==> src/rtl/bin_conv_pkg.sv <==
// Shared types and elaboration-time helpers for the binary convolution stage.
package bin_conv_pkg;

  typedef enum logic [2:0] {
    S_IDLE,
    S_WAIT_WIN,
    S_POP,
    S_WRITE,
    S_SLIDE,
    S_DONE
  } bin_conv_state_t;

  function automatic int out_dim(input int len, input int k, input int stride);
    return (len - k) / stride + 1;
  endfunction

  function automatic int cnt_width(input int kk);
    return $clog2(kk + 1);
  endfunction

  // True when an address bus of aw bits can reach the last output index.
  function automatic bit addr_width_ok(input int n_out, input int aw);
    return (longint'(n_out - 1) >> aw) == 0;
  endfunction

endpackage

==> src/rtl/bin_conv_stage_xnor_popcount.sv <==
// Combinational XNOR of window against kernel followed by a balanced adder tree.
module xnor_popcount
  import bin_conv_pkg::*;
#(
  parameter int KK = 9,
  localparam int CNT_W = cnt_width(KK)
) (
  input  logic [KK-1:0]    win_i,
  input  logic [KK-1:0]    weight_i,
  output logic [CNT_W-1:0] count_o
);

  localparam int LVLS = $clog2(KK);
  localparam int P    = 1 << LVLS;

  logic [KK-1:0] match;
  assign match = ~(win_i ^ weight_i);

  genvar gl, gi;
  // Level 0 holds the match bits zero-padded to a power of two; each level halves.
  for (gl = 0; gl <= LVLS; gl++) begin : g_lvl
    localparam int N = P >> gl;
    logic [CNT_W-1:0] s [N];
    for (gi = 0; gi < N; gi++) begin : g_node
      if (gl == 0) begin : g_leaf
        if (gi < KK) begin : g_bit
          assign s[gi] = CNT_W'(match[gi]);
        end else begin : g_pad
          assign s[gi] = '0;
        end
      end else begin : g_add
        assign s[gi] = g_lvl[gl-1].s[2*gi] + g_lvl[gl-1].s[2*gi+1];
      end
    end
  end

  assign count_o = g_lvl[LVLS].s[0];

endmodule

==> src/rtl/bin_conv_stage.sv <==
// Binary convolution stage: XNOR-popcount each upstream window against a latched
// kernel, threshold it, write one bit per window and request the next slide.
module bin_conv_stage
  import bin_conv_pkg::*;
#(
  parameter int KERNEL_SIZE    = 3,
  parameter int IMAGE_ROW_LEN  = 32,
  parameter int IMAGE_COL_LEN  = 32,
  parameter int STRIDE         = 1,
  parameter int OUT_ADDR_WIDTH = 10,
  localparam int KK    = KERNEL_SIZE * KERNEL_SIZE,
  localparam int CNT_W = cnt_width(KK),
  localparam int N_OUT = out_dim(IMAGE_ROW_LEN, KERNEL_SIZE, STRIDE) *
                         out_dim(IMAGE_COL_LEN, KERNEL_SIZE, STRIDE)
) (
  input  logic                      clk,
  input  logic                      rst,
  input  logic                      start,
  input  logic [KK-1:0]             weight_in,
  input  logic [CNT_W-1:0]          threshold,
  input  logic [KK-1:0]             win_in,
  input  logic                      win_valid,
  output logic                      slide,
  output logic [OUT_ADDR_WIDTH-1:0] ram_w_addr,
  output logic                      ram_w_data,
  output logic                      ram_w_en,
  output logic [CNT_W-1:0]          pop_out,
  output logic                      busy,
  output logic                      done
);

  if (!addr_width_ok(N_OUT, OUT_ADDR_WIDTH)) begin : g_addr_check
    $error("bin_conv_stage: OUT_ADDR_WIDTH cannot address N_OUT outputs");
  end

  localparam logic [OUT_ADDR_WIDTH-1:0] LAST_ADDR = OUT_ADDR_WIDTH'(N_OUT - 1);

  bin_conv_state_t state_q, state_d;
  logic [KK-1:0]             weight_q, weight_d;
  logic [CNT_W-1:0]          thr_q, thr_d;
  logic [KK-1:0]             win_q, win_d;
  logic [CNT_W-1:0]          pop_q, pop_d;
  logic [OUT_ADDR_WIDTH-1:0] out_cnt_q, out_cnt_d;
  logic                      valid_prev_q;
  logic                      busy_q, busy_d;
  logic                      slide_q, slide_d;
  logic                      done_q, done_d;
  logic                      wen_q, wen_d;
  logic [OUT_ADDR_WIDTH-1:0] waddr_q, waddr_d;
  logic                      wdata_q, wdata_d;
  logic [CNT_W-1:0]          pop_out_q, pop_out_d;

  logic [CNT_W-1:0] pop_count;
  logic             win_edge;

  xnor_popcount #(.KK(KK)) u_popcount (
    .win_i    (win_q),
    .weight_i (weight_q),
    .count_o  (pop_count)
  );

  // Edge detector runs in every state; edges outside WAIT_WIN are simply dropped.
  assign win_edge = win_valid & ~valid_prev_q;

  always_comb begin
    state_d   = state_q;
    weight_d  = weight_q;
    thr_d     = thr_q;
    win_d     = win_q;
    pop_d     = pop_q;
    out_cnt_d = out_cnt_q;
    busy_d    = busy_q;
    slide_d   = 1'b0;
    done_d    = 1'b0;
    wen_d     = 1'b0;
    waddr_d   = waddr_q;
    wdata_d   = wdata_q;
    pop_out_d = pop_out_q;
    case (state_q)
      S_IDLE: begin
        if (start) begin
          weight_d  = weight_in;
          thr_d     = threshold;
          out_cnt_d = '0;
          busy_d    = 1'b1;
          state_d   = S_WAIT_WIN;
        end
      end
      S_WAIT_WIN: begin
        if (win_edge) begin
          win_d   = win_in;
          state_d = S_POP;
        end
      end
      S_POP: begin
        pop_d   = pop_count;
        state_d = S_WRITE;
      end
      S_WRITE: begin
        wen_d     = 1'b1;
        waddr_d   = out_cnt_q;
        wdata_d   = (pop_q >= thr_q);
        pop_out_d = pop_q;
        if (out_cnt_q == LAST_ADDR) begin
          state_d = S_DONE;
        end else begin
          out_cnt_d = out_cnt_q + OUT_ADDR_WIDTH'(1);
          state_d   = S_SLIDE;
        end
      end
      S_SLIDE: begin
        slide_d = 1'b1;
        state_d = S_WAIT_WIN;
      end
      S_DONE: begin
        done_d  = 1'b1;
        busy_d  = 1'b0;
        state_d = S_IDLE;
      end
      default: state_d = S_IDLE;
    endcase
  end

  always_ff @(posedge clk) begin
    if (!rst) begin
      state_q      <= S_IDLE;
      weight_q     <= '0;
      thr_q        <= '0;
      win_q        <= '0;
      pop_q        <= '0;
      out_cnt_q    <= '0;
      valid_prev_q <= 1'b0;
      busy_q       <= 1'b0;
      slide_q      <= 1'b0;
      done_q       <= 1'b0;
      wen_q        <= 1'b0;
      waddr_q      <= '0;
      wdata_q      <= 1'b0;
      pop_out_q    <= '0;
    end else begin
      state_q      <= state_d;
      weight_q     <= weight_d;
      thr_q        <= thr_d;
      win_q        <= win_d;
      pop_q        <= pop_d;
      out_cnt_q    <= out_cnt_d;
      valid_prev_q <= win_valid;
      busy_q       <= busy_d;
      slide_q      <= slide_d;
      done_q       <= done_d;
      wen_q        <= wen_d;
      waddr_q      <= waddr_d;
      wdata_q      <= wdata_d;
      pop_out_q    <= pop_out_d;
    end
  end

  assign slide      = slide_q;
  assign ram_w_addr = waddr_q;
  assign ram_w_data = wdata_q;
  assign ram_w_en   = wen_q;
  assign pop_out    = pop_out_q;
  assign busy       = busy_q;
  assign done       = done_q;

endmodule

==> config.mk <==
export PLATFORM = sky130hd
export DESIGN_NAME = bin_conv_stage
export DESIGN_NICKNAME = d
export VERILOG_FILES = /design/src/rtl/bin_conv_pkg.sv /design/src/rtl/bin_conv_stage_xnor_popcount.sv /design/src/rtl/bin_conv_stage.sv
export SDC_FILE = /design/constraint.sdc
export NUM_CORES = 1
export LEC_CHECK = 0
export ABC_AREA = 1
export CAP_MARGIN = 5
export CELL_PAD_IN_SITES_DETAIL_PLACEMENT = 0
export CELL_PAD_IN_SITES_GLOBAL_PLACEMENT = 1
export CORE_MARGIN = 8
export CORE_UTILIZATION = 39
export DETAILED_ROUTE_END_ITERATION = 7
export GPL_TIMING_DRIVEN = 0
export PLACE_DENSITY_LB_ADDON = 0.1
export SYNTH_ARGS = -nofsm -noshare
export SYNTH_HDL_FRONTEND = slang
export SYNTH_SLANG_ARGS = --single-unit
==> constraint.sdc <==
create_clock -name clk -period 3.65 [get_ports clk]
set_input_delay 0.5475 -clock clk [delete_from_list [all_inputs] [get_ports clk]]
set_output_delay 0.5475 -clock clk [all_outputs]
set_load 0.01 [all_outputs]
After elaboration in Yosys (flattened, before gate mapping)
Cells that the tools add are included.
{"block": "classes", "n_addsub": 9, "magnitude_cmp": 1, "n_eq_ne": 9, "n_mux": 12, "bitwise": 4, "n_reduce_logical": 8}
{"op": "$mux W10", "n": 2}
{"op": "$pmux W10 S2", "n": 1}
{"op": "$pmux W3 S5", "n": 1}
{"op": "$add A4 B4 Y4", "n": 3}
{"op": "$add A10 B1 Y10 const B", "n": 1}
{"op": "$eq A10 B10 Y1 const B", "n": 1}
{"op": "$not A9 Y9", "n": 1}
{"op": "$xor A9 B9 Y9", "n": 1}
{"op": "$add A1 B1 Y2", "n": 4}
{"op": "$reduce_and A2 Y1", "n": 4}
{"op": "$eq A3 B2 Y1 const B", "n": 2}
{"op": "$eq A3 B3 Y1 const B", "n": 2}
{"op": "$mux W3", "n": 2}
{"op": "$ne A2 B2 Y1 const B", "n": 3}
{"op": "$mux W1", "n": 5}
{"op": "$add A4 B1 Y4", "n": 1}
{"op": "$ge A4 B4 Y1", "n": 1}
{"op": "$reduce_bool A2 Y1", "n": 2}
{"op": "$eq A3 B1 Y1 const B", "n": 1}
{"op": "$logic_not A3 Y1", "n": 1}
{"op": "$reduce_and A3 Y1", "n": 1}
{"op": "$pmux W1 S2", "n": 1}
{"op": "$and A1 B1 Y1", "n": 1}
{"op": "$not A1 Y1", "n": 1}
{"block": "word_totals", "regBits": 59, "output_inout_bits": 19, "word_cells": 57}

Longest topological paths before layout
Gate-level depths: netlist of run 1.
{"block": "logic_depth", "word_depth": 6, "ltp_mapped": 10, "mapped_depth_nobuf": 10}

Cells and area by module
From an unflattened synthesis of run 1, not the netlist that was laid out.
{"block": "hier_totals", "hier_cells": 385, "area_unflattened_um2": 2776.4}
{"mod": "bin_conv_stage", "instances": 1, "cells_each": 320, "area_each_um2": 2407.3, "seq_area_each_um2": 1181.1}
{"mod": "xnor_popcount", "instances": 1, "cells_each": 65, "area_each_um2": 369.1, "seq_area_each_um2": 0.0}

Least setup slack after synthesis of run 1
OpenSTA, ideal clock, no wires.
{"block": "synth_timing", "kind": "reg2reg", "startpoint": "register win_q[6]", "endpoint": "register pop_q[2]", "setup_time_ns": 0.122, "arrival_time_ns": 2.513, "t_required_ns": 3.528, "slack_ns": 1.015, "path_stages_with_launch": 11, "n_path_buf": 0, "synth_period_minus_slack_ns": 2.635, "path_cell_list": "dfxtp_1 -> xnor2_1 -> ha_1 -> inv_1 -> fa_1 -> fa_1 -> inv_1 -> ha_1 -> fa_1 -> o21ai_0 -> a21oi_1"}
{"block": "synth_between", "elab_chain_len": 6}
{"item": "from (decl)", "line": "bin_conv_stage.sv:41", "source": "logic [KK-1:0] win_q, win_d;"}
{"item": "from (signal assigned)", "line": "bin_conv_stage.sv:144", "source": "win_q <= win_d;"}
{"item": "$xor A9 B9 Y9", "line": "bin_conv_stage_xnor_popcount.sv:17", "source": "assign match = ~(win_i ^ weight_i);"}
{"item": "$not A9 Y9", "line": "bin_conv_stage_xnor_popcount.sv:17"}
{"item": "$add A1 B1 Y2", "line": "bin_conv_stage_xnor_popcount.sv:32", "source": "assign s[gi] = g_lvl[gl-1].s[2*gi] + g_lvl[gl-1].s[2*gi+1];"}
{"item": "$add A4 B4 Y4 (2 in series)", "line": "bin_conv_stage_xnor_popcount.sv:32"}
{"item": "$add A4 B1 Y4", "line": "bin_conv_stage_xnor_popcount.sv:32"}
{"item": "net pop_count[2]", "line": "bin_conv_stage.sv:53", "source": "logic [CNT_W-1:0] pop_count;"}
{"item": "to (signal assigned)", "line": "bin_conv_stage.sv:145", "source": "pop_q <= pop_d;"}
{"item": "to (decl)", "line": "bin_conv_stage.sv:42", "source": "logic [CNT_W-1:0] pop_q, pop_d;"}
The timed path passes the listed nets, and every way through them passes these cells.
A chain may end at the register's enable or synchronous reset.

Final worst setup path of run 1
{"block": "layout_timing", "startpoint": "register win_q[7]", "endpoint": "register pop_q[2]"}
The elaborated chain is that of the path after synthesis.

==> run_results.csv, run 1 <==
group,metric,value,unit
cts,clk-insertion-delay-late,330,ps
timing,rsz0062_at_grt,"false",
critical_path,cp_max_fo,2,
floorplanning,start_util,0.405,
run,cap_violations,0,
global_route,grt_max_degree,11,
timing,setup_viol,0,
synthesis,syn_nets,388,
layout,multiInputGateArea,1360,µm²
placement,routabilityCongestion,0.792,
critical_path,path_cells,"xnor2_1, ha_1, inv_1, fa_1, fa_1, inv_1, ha_1, fa_1, o21ai_0, a21oi_1",
timing,finalCritPeriodShare,0.758,
synthesis,yosys_warnings,0,
critical_path,crit_family,"adder cells",
cts,cts-buffers-inserted,9,
routing,drt_iter0_markers,83,
cts,cts_root_buf,"clkbuf_8",
power,p_leak,1.43,nW
floorplanning,dieArea,10000,µm²
routing,drtAntennaViolNets,0,
timing,hold_viol,0,
floorplanning,die_h,100,µm
critical_path,startpoint_type,"flip-flop",
placement,pre_cts_ws,882,ps
critical_path,critPathBufInv,2,
synthesis,yosysUniqueCellTypes,30,
critical_path,worstPathRequired,3860,ps
synthesis,syn-mean-instance-area,7.97,µm²
layout,antenna_cells,0,
critical_path,worstPathArrival,2980,ps
critical_path,criticalPathCategory,"flip-flop to flip-flop",
synthesis,syn_inst,347,
floorplanning,die_w,100,µm
synthesis,async_reset_ff_frac,0,
global_route,overflow,0,
cts,cts-resized-gates,0,
layout,seqCellArea,1180,µm²
layout,area_growth,27.2,%
cts,clockBufferDepth,2,
critical_path,worstSetupEndpointType,"flip-flop",
synthesis,synth-seq-cells,59,
synthesis,yosysSeqAreaShare,0.427,
placement,io_buffers,44,
global_route,grt_pass1_wl,11.3,mm
cts,clk_pin_slew_worst_paths,60,ps
timing,slew_viol_final,0,
timing,whs,463,ps
critical_path,slowest_delay,540,ps
routing,wl,6.74,mm
placement,place_hpwl,5.04,mm
timing,slew_headroom,0.644,
cts,cts_setup_buffers,0,
floorplanning,num_rows,30,
worst_hold_path,worstHoldPathType,"flip-flop to flip-flop",
timing,max_slew.worst_pin.slew,534,ps
layout,layout_common_cells,"59 x nand2_1, 59 x dfxtp_1, 44 x clkdlybuf4s50_1",
critical_path,cpMostUsedCell,"fa_1",
floorplanning,ios,45,
timing,clock_skew,11.4,ps
timing,tns,0,ps
global_route,grt_pass1_vias,2386,
floorplanning,coreArea,6830,µm²
power,p_per_area,492,nW/µm²
synthesis,synthesis.area,2760,µm²
critical_path,worst_path_max_delay_cell,"fa_1",
routing,vias_per_cell,4.73,
cts,cts_tree,"built",
synthesis,yosys_most_used_dff,"dfxtp_1",
global_route,antenna_found_initial,0,
routing,drt-pass1-iter-count,4,
critical_path,startpoint,"win_q[7]",
layout,nets,443,
routing,wire_per_inst,13.4,µm
power,peakVddDrop,0.259,mV
global_route,grt_use_total,0.142,
timing,clock.fmax,0.362,GHz
timing,final.min_clock_period,2760,ps
routing,drcViolationCount,0,
run_status,status,"finished clean",
cts,cts-htree-levels,3,
layout,fillers,696,
worst_hold_path,min-delay-start,"busy",
routing,vias,2378,
synthesis,synth_edf_count,0,
layout,drive_above_1_share,0.115,
cts,cts.sink_count,59,
critical_path,rr_startpoint,"win_q[7]",
timing,fin_ws,885,ps
cts,ctsHoldBuffers,0,
-- registers in the layout, summed over array words and instances (netlist names) --
register / count
busy: 1
ram_w_en: 1
ram_w_data: 1
done: 1
win_q: 9
weight_q: 9
slide: 1
state_q: 3
out_cnt_q: 10
pop_out: 4
ram_w_addr: 10
thr_q: 4
pop_q: 4
valid_prev_q: 1
-- power by group --
| part | switching (mW) | internal [mW] |
|---|---|---|
| Clock | 0.245 | 0.321 |
| Sequential | 0.0307 | 0.690 |
| Combinational | 0.247 | 0.197 |
-- final cells by class --
| cell class | instances | share of cell area |
|---|---|---|
| clock buffers | 15 | 0.0530 |
| plain buffers | 12 | 0.0214 |
| multi-input cells | 238 | 0.387 |
| inverters | 38 | 0.0420 |
| flip-flops and latches | 59 | 0.336 |
| clock inverters | 1 | 0.00142 |
| repair buffers | 44 | 0.125 |
| well taps | 96 | 0.0342 |
-- worst paths after layout --
check                                 to  slack, ps  cells after the start
worst min register to register      busy        460                      2
worst max-delay path            pop_q[2]        890                     10
worst max register to register  pop_q[2]        890                     10
worst min-delay path                busy        460                      2
-- through the flow --
step | area [µm²] | power, mW | cells | util
after floorplan | 2760 | 1.04 | 347 | -
after global placement | 3320 | 1.17 | 487 | 0.487
after detailed placement | 3320 | 1.19 | 487 | 0.487
after CTS | 3520 | 1.76 | 503 | 0.515
after global routing | 3520 | 1.84 | 503 | 0.515
final | 3520 | 1.73 | 503 | 0.515
-- routing by layer --
layer / share of wire / vias to the layer above / global-route usage
li1: - / 1236 / -
met1: 0.52 / 1092 / 0.191
met2: 0.42 / 40 / 0.209
met3: 0.050 / 10 / 0.0401
met4: 0.015 / 0 / 0.0558
met5: 0 / - / 0
-- cell families (layout without fill, tap and decap cells) --
group,after synthesis,after routing,share of synthesized area
AND/OR/NAND/NOR,142,142,0.247
AO/OA/AOI/OAI,70,70,0.129
flip-flops,59,59,0.427
buffers and inverters,50,110,0.0806
adder cells (fa/ha/maj),15,15,0.0815
XOR/XNOR,11,11,0.0349
-- worst reg2reg max path, delay by kind of cell (launching register included) --
family / cells / cell delay [ps]
flip-flops: 1 / 320
XOR/XNOR: 1 / 190
AO/OA/AOI/OAI: 2 / 210
buffers and inverters: 2 / 100
adder cells (fa/ha/maj): 5 / 1830
-- Yosys cell counts (5+ instances only) --
cell type,instances,share of area
o21ai_0,10,0.018
inv_1,29,0.039
dfxtp_1,59,0.43
nand2_1,59,0.080
nor2_2,11,0.025
a21oi_1,38,0.069
fa_1,5,0.036
o21ai_1,20,0.036
nand3_1,23,0.042
inv_2,6,0.0081
clkbuf_1,5,0.0068
nor2_1,33,0.045
xnor2_1,10,0.032
ha_1,10,0.045
No activity file was read; power rests on OpenSTA's default activity.
==> inputs of run 2 (changes only) <==
==> constraint.sdc (replaced) <==
create_clock -name clk -period 2.7 [get_ports clk]
set_input_delay 0.405 -clock clk [delete_from_list [all_inputs] [get_ports clk]]
set_output_delay 0.405 -clock clk [all_outputs]
set_load 0.01 [all_outputs]
==> run 2 against run 1 <==
Net effect: utilization is 0.93 points higher; sequential share of layout area is 0.28 points lower; final cell count stayed put; clock power is 35% higher; critical path depth stayed put; via count is 1.1% higher; total power is 38% higher; routed wire length is 1.6% higher; die area stayed put.
==> run_results.csv, run 2 (synthesized netlist as in run 1, its figures left out) <==
group,metric,value,unit
cts,cts_root_buf,"clkbuf_8",
timing,clock.fmax,0.380,GHz
power,p_leak,1.44,nW
run,cap_violations,0,
layout,nets,443,
routing,drt_iter0_markers,74,
floorplanning,die_h,100,µm
global_route,grt_max_degree,11,
routing,wl_met3,301,µm
placement,dp.cells,487,
placement,routabilityCongestion,0.792,
layout,area_growth,29.5,%
timing,clock_skew,11.3,ps
layout,multiInputGateArea,1410,µm²
layout,stdcell_count,503,
timing,hold_viol,0,
critical_path,criticalPathCategory,"flip-flop to flip-flop",
floorplanning,coreArea,6830,µm²
routing,vias_per_cell,4.78,
cts,clk-insertion-delay-late,330,ps
critical_path,crit_family,"adder cells",
routing,route.met2.wl,2.91,mm
layout,fillers,695,
timing,whs,466,ps
routing,wl_met1,3.56,mm
timing,slew_viol_final,0,
routing,top_layer_used,"met4",
cts,cts-buffers-inserted,9,
layout,antenna_cells,0,
layout,final_common_cell,"nand2_1",
global_route,grt_pass1_wl,11.4,mm
floorplanning,die_w,100,µm
floorplanning,ios,45,
critical_path,slowest_delay,490,ps
timing,final.min_clock_period,2630,ps
global_route,grt_use_total,0.144,
timing,finalCritPeriodShare,0.974,
layout,seqCellArea,1190,µm²
cts,cts.sink_count,59,
routing,vias,2403,
run_status,status,"finished clean",
layout,layout_common_cells,"59 x nand2_1, 50 x dfxtp_1, 44 x clkdlybuf4s50_1",
placement,io_buffers,44,
power,p_per_area,666,nW/µm²
critical_path,worst_path_max_delay_cell,"fa_1",
cts,clockBufferDepth,2,
floorplanning,dieArea,10000,µm²
routing,wire_per_inst,13.6,µm
critical_path,worstPathRequired,2910,ps
critical_path,cp_max_fo,2,
timing,slew_headroom,0.638,
timing,max_slew.worst_pin.slew,543,ps
critical_path,path_cells,"xnor2_2, ha_2, inv_1, fa_1, fa_1, inv_1, ha_2, fa_1, o21ai_1, a21oi_1",
critical_path,cpMostUsedCell,"fa_1",
routing,drcViolationCount,0,
global_route,overflow,0,
routing,wl,6.85,mm
cts,clk_pin_slew_worst_paths,70,ps
cts,cts_tree,"built",
global_route,antenna_found_initial,0,
critical_path,worstPathArrival,2840,ps
timing,setup_viol,0,
power,peakVddDrop,0.348,mV
critical_path,critPathBufInv,2,
timing,tns,0,ps
placement,place_hpwl,5.04,mm
layout,drive_above_1_share,0.167,
routing,drtAntennaViolNets,0,
cts,cts-htree-levels,3,
worst_hold_path,worstHoldPathType,"flip-flop to flip-flop",
routing,drt-pass1-iter-count,4,
global_route,grt_pass1_vias,2401,
floorplanning,start_util,0.405,
floorplanning,num_rows,30,
layout,finalCoreUtilization,0.524,
critical_path,startpoint_type,"flip-flop",
critical_path,worstSetupEndpointType,"flip-flop",
## run 2: cell counts in the layout (fill, tap and decap cells not counted)
Identical to the previous run, type by type.
## run 2: routing by layer
layer,up-vias,track usage
met5,-,0
met4,0,0.0558
met3,8,0.0401
met2,40,0.213
met1,1113,0.192
li1,1242,-
## run 2: path summary, 6_finish.rpt
kind / startpoint / to / slack (ps) / cells past startpoint
max: win_q[3] / pop_q[2] / 70 / 10
min: busy / busy / 470 / 2
max reg2reg: win_q[3] / pop_q[2] / 70 / 10
min reg2reg: busy / busy / 470 / 2
## run 2: metrics by stage
stage                     setup WS [ps]  power (mW)  area (µm²)
after floorplan                    65.1        1.40        2760
after global placement            -70.7        1.59        3320
after detailed placement          -68.4        1.60        3320
after CTS                          1.12        2.38        3530
after global routing              -14.0        2.55        3580
final                              70.8        2.39        3580
## run 2: cell type report
type / count / share of cell area
Inverter: 38 / 0.0412
Clock buffer: 15 / 0.0521
Multi-Input combinational cell: 238 / 0.395
Tap cell: 96 / 0.0336
Timing Repair Buffer: 44 / 0.123
Buffer: 12 / 0.0210
Clock inverter: 1 / 0.00140
Sequential cell: 59 / 0.333
## run 2: power breakdown
group          switching [mW]  leakage [nW]  internal [mW]
Clock                   0.332        0.0997          0.434
Sequential             0.0458         0.484          0.936
Combinational           0.345         0.855          0.293
## run 2: worst reg2reg max path, cell delays in order (launching register included)
cell     delay (ps)
dfxtp_2         340
xnor2_2         160
ha_2            190
inv_1            50
fa_1            460
fa_1            490
inv_1            40
ha_2            170
fa_1            430
o21ai_1         130
a21oi_1          50
## run 2: timing repair
item / CTS / global route
setup endpoints to repair: 1 / 2
pin swaps: 7 / 13
resized for setup: 6 / 16
buffers inserted: 0 / 0
hold buffers: 0 / 0
==> inputs of run 3 (changes only) <==
--- a/config.mk
+++ b/config.mk
@@ -7,13 +7,14 @@
 export LEC_CHECK = 0
 export ABC_AREA = 1
 export CAP_MARGIN = 5
-export CELL_PAD_IN_SITES_DETAIL_PLACEMENT = 0
-export CELL_PAD_IN_SITES_GLOBAL_PLACEMENT = 1
+export CELL_PAD_IN_SITES_DETAIL_PLACEMENT = 2
+export CELL_PAD_IN_SITES_GLOBAL_PLACEMENT = 2
 export CORE_MARGIN = 8
-export CORE_UTILIZATION = 39
+export CORE_UTILIZATION = 31
 export DETAILED_ROUTE_END_ITERATION = 7
 export GPL_TIMING_DRIVEN = 0
 export PLACE_DENSITY_LB_ADDON = 0.1
+export SLEW_MARGIN = 20
 export SYNTH_ARGS = -nofsm -noshare
 export SYNTH_HDL_FRONTEND = slang
 export SYNTH_SLANG_ARGS = --single-unit
==> run 3 against run 2 <==
Net effect: count of clock-buffer cells in the layout fell by 4; flip-flop and latch count did not move; clock skew fell by 4.4 ps; non-clock buffer count did not move; utilization fell by 11 points; highest routed layer unchanged.
==> run_results.csv, run 3 (synthesized netlist as in run 1, its figures left out) <==
group,metric,value,unit
timing,tns,0,ps
timing,final.min_clock_period,2650,ps
critical_path,critPathBufInv,2,
global_route,grt_busiest_layer,"met2",
placement,pre_cts_ws,-128,ps
routing,drt-pass1-iter-count,4,
critical_path,cp_max_fo,2,
layout,final_common_cell,"nand2_1",
timing,finalCritPeriodShare,0.981,
placement,place_hpwl,6.18,mm
timing,setup_viol,0,
routing,drcViolationCount,0,
critical_path,worstSetupEndpointType,"flip-flop",
timing,max_slew.worst_pin.slew,584,ps
power,peakVddDrop,0.293,mV
worst_hold_path,min-delay-start,"thr_q[1]",
floorplanning,die_w,110,µm
placement,io_buffers,44,
worst_hold_path,hold-path-endpoint,"thr_q[1]",
timing,hold_viol,0,
routing,wl,8.32,mm
timing,rsz0062_at_grt,"true",
layout,area_growth,30.9,%
cts,cts_tree,"built",
layout,seqCellArea,1190,µm²
power,p_per_area,708,nW/µm²
cts,ctsHoldBuffers,0,
global_route,grt_use_met3,0.0417,
layout,layout_common_cells,"59 x nand2_1, 51 x dfxtp_1, 44 x clkdlybuf4s50_1",
floorplanning,start_util,0.318,
timing,clock.fmax,0.378,GHz
floorplanning,ios,45,
critical_path,slowest_delay,490,ps
worst_hold_path,min_path_cells,2,
timing,slew_viol_final,0,
critical_path,rr_startpoint,"weight_q[5]",
critical_path,path_cells,"xnor2_2, ha_2, inv_2, fa_1, fa_1, inv_1, ha_2, fa_1, o21ai_1, a21oi_1",
routing,wire_per_inst,16.2,µm
critical_path,criticalPathCategory,"flip-flop to flip-flop",
critical_path,cpMostUsedCell,"fa_1",
timing,clock_skew,6.94,ps
layout,drive_above_1_share,0.165,
layout,fillers,1004,
critical_path,rr_endpoint,"pop_q[2]",
cts,clockBufferDepth,2,
routing,drtAntennaViolNets,0,
layout,finalCoreUtilization,0.417,
floorplanning,die_h,110,µm
global_route,grt_use_total,0.141,
floorplanning,dieArea,12200,µm²
routing,vias,2517,
global_route,grt_pass1_vias,2849,
global_route,overflow,0,
cts,cts-htree-levels,3,
critical_path,worstPathArrival,2870,ps
worst_hold_path,worstHoldPathType,"flip-flop to flip-flop",
placement,post_dp_cell_area,3340,µm²
floorplanning,coreArea,8680,µm²
global_route,grt_max_degree,11,
run,cap_violations,0,
cts,cts_root_buf,"clkbuf_8",
global_route,use_met1,0.173,
critical_path,crit_family,"adder cells",
cts,clk_pin_slew_worst_paths,70,ps
layout,fin_area,3620,µm²
routing,drt_iter0_markers,50,
timing,fin_ws,51.3,ps
routing,vias_per_cell,4.89,
power,p_leak,1.46,nW
floorplanning,num_rows,34,
timing,whs,464,ps
critical_path,rr_worst_depth,10,
global_route,antenna_found_initial,0,
critical_path,worstPathRequired,2920,ps
layout,nets,443,
cts,cts.sink_count,59,
critical_path,reg2reg_slack,50,ps
critical_path,worst_path_max_delay_cell,"fa_1",
cts,clk-insertion-delay-late,350,ps
placement,routabilityCongestion,0.747,
global_route,grt_pass1_wl,14.2,mm
global_route,met2_usage,0.229,
cts,cts-buffers-inserted,9,
critical_path,startpoint_type,"flip-flop",
timing,slew_headroom,0.611,
run_status,status,"finished clean",
layout,multiInputGateArea,1400,µm²
layout,antenna_cells,0,
## run 3: cell count changes in the layout (fill, tap and decap cells not counted), sizes merged
cell    change
bufinv      +2
clkbuf      -4
clkinv      +2
## run 3: how the worst max path moves through the flow
stage	from	to	slack, ps	depth (start not counted)
after floorplan	win_q[6]	pop_q[2]	70	10
after global placement	win_q[7]	pop_q[2]	-90	10
after detailed placement	win_q[7]	pop_q[2]	-130	10
after CTS	weight_q[5]	pop_q[2]	4	10
after global routing	weight_q[5]	pop_q[2]	-100	10
final	weight_q[5]	pop_q[2]	50	10
## run 3: layout make-up
type	count	area share
clock buffer	11	0.0418
sequential	59	0.329
inverter	38	0.0408
buffer	12	0.0207
tap	108	0.0373
multi-input combinational	238	0.388
clock inverter	5	0.0207
timing repair buffer	44	0.122
## run 3: worst reg2reg max path: cells and delay by family, from the launching register on
kind                     cells  cell delay (ps)
AO/OA/AOI/OAI                2              180
XOR/XNOR                     1              160
adder cells (fa/ha/maj)      5             1760
buffers and inverters        2               80
flip-flops                   1              340
## run 3: metal layers
metal	vias to the layer above	wire length, µm
met5	-	0
met1	1228	3950
met3	10	416
met4	0	95
li1	1237	-
met2	42	3860
## run 3: power breakdown
group	internal, mW	leakage (nW)	switching [mW]
registers	0.935	0.483	0.0487
clock network	0.565	0.119	0.366
logic	0.288	0.853	0.360
## run 3: timing repair
action,4_1_cts,5_1_grt
hold endpoints to repair,0,0
gates resized for setup,16,3
setup endpoints to repair,2,2
pin swaps,11,0
buffers inserted,0,0
## run 3: stage by stage
step | power [mW] | std cells
4_1_cts | 2.60 | 515
6_report | 2.56 | 515
3_5_place_dp | 1.63 | 499
2_1_floorplan | 1.40 | 347
5_1_grt | 2.74 | 515
3_3_place_gp | 1.60 | 499
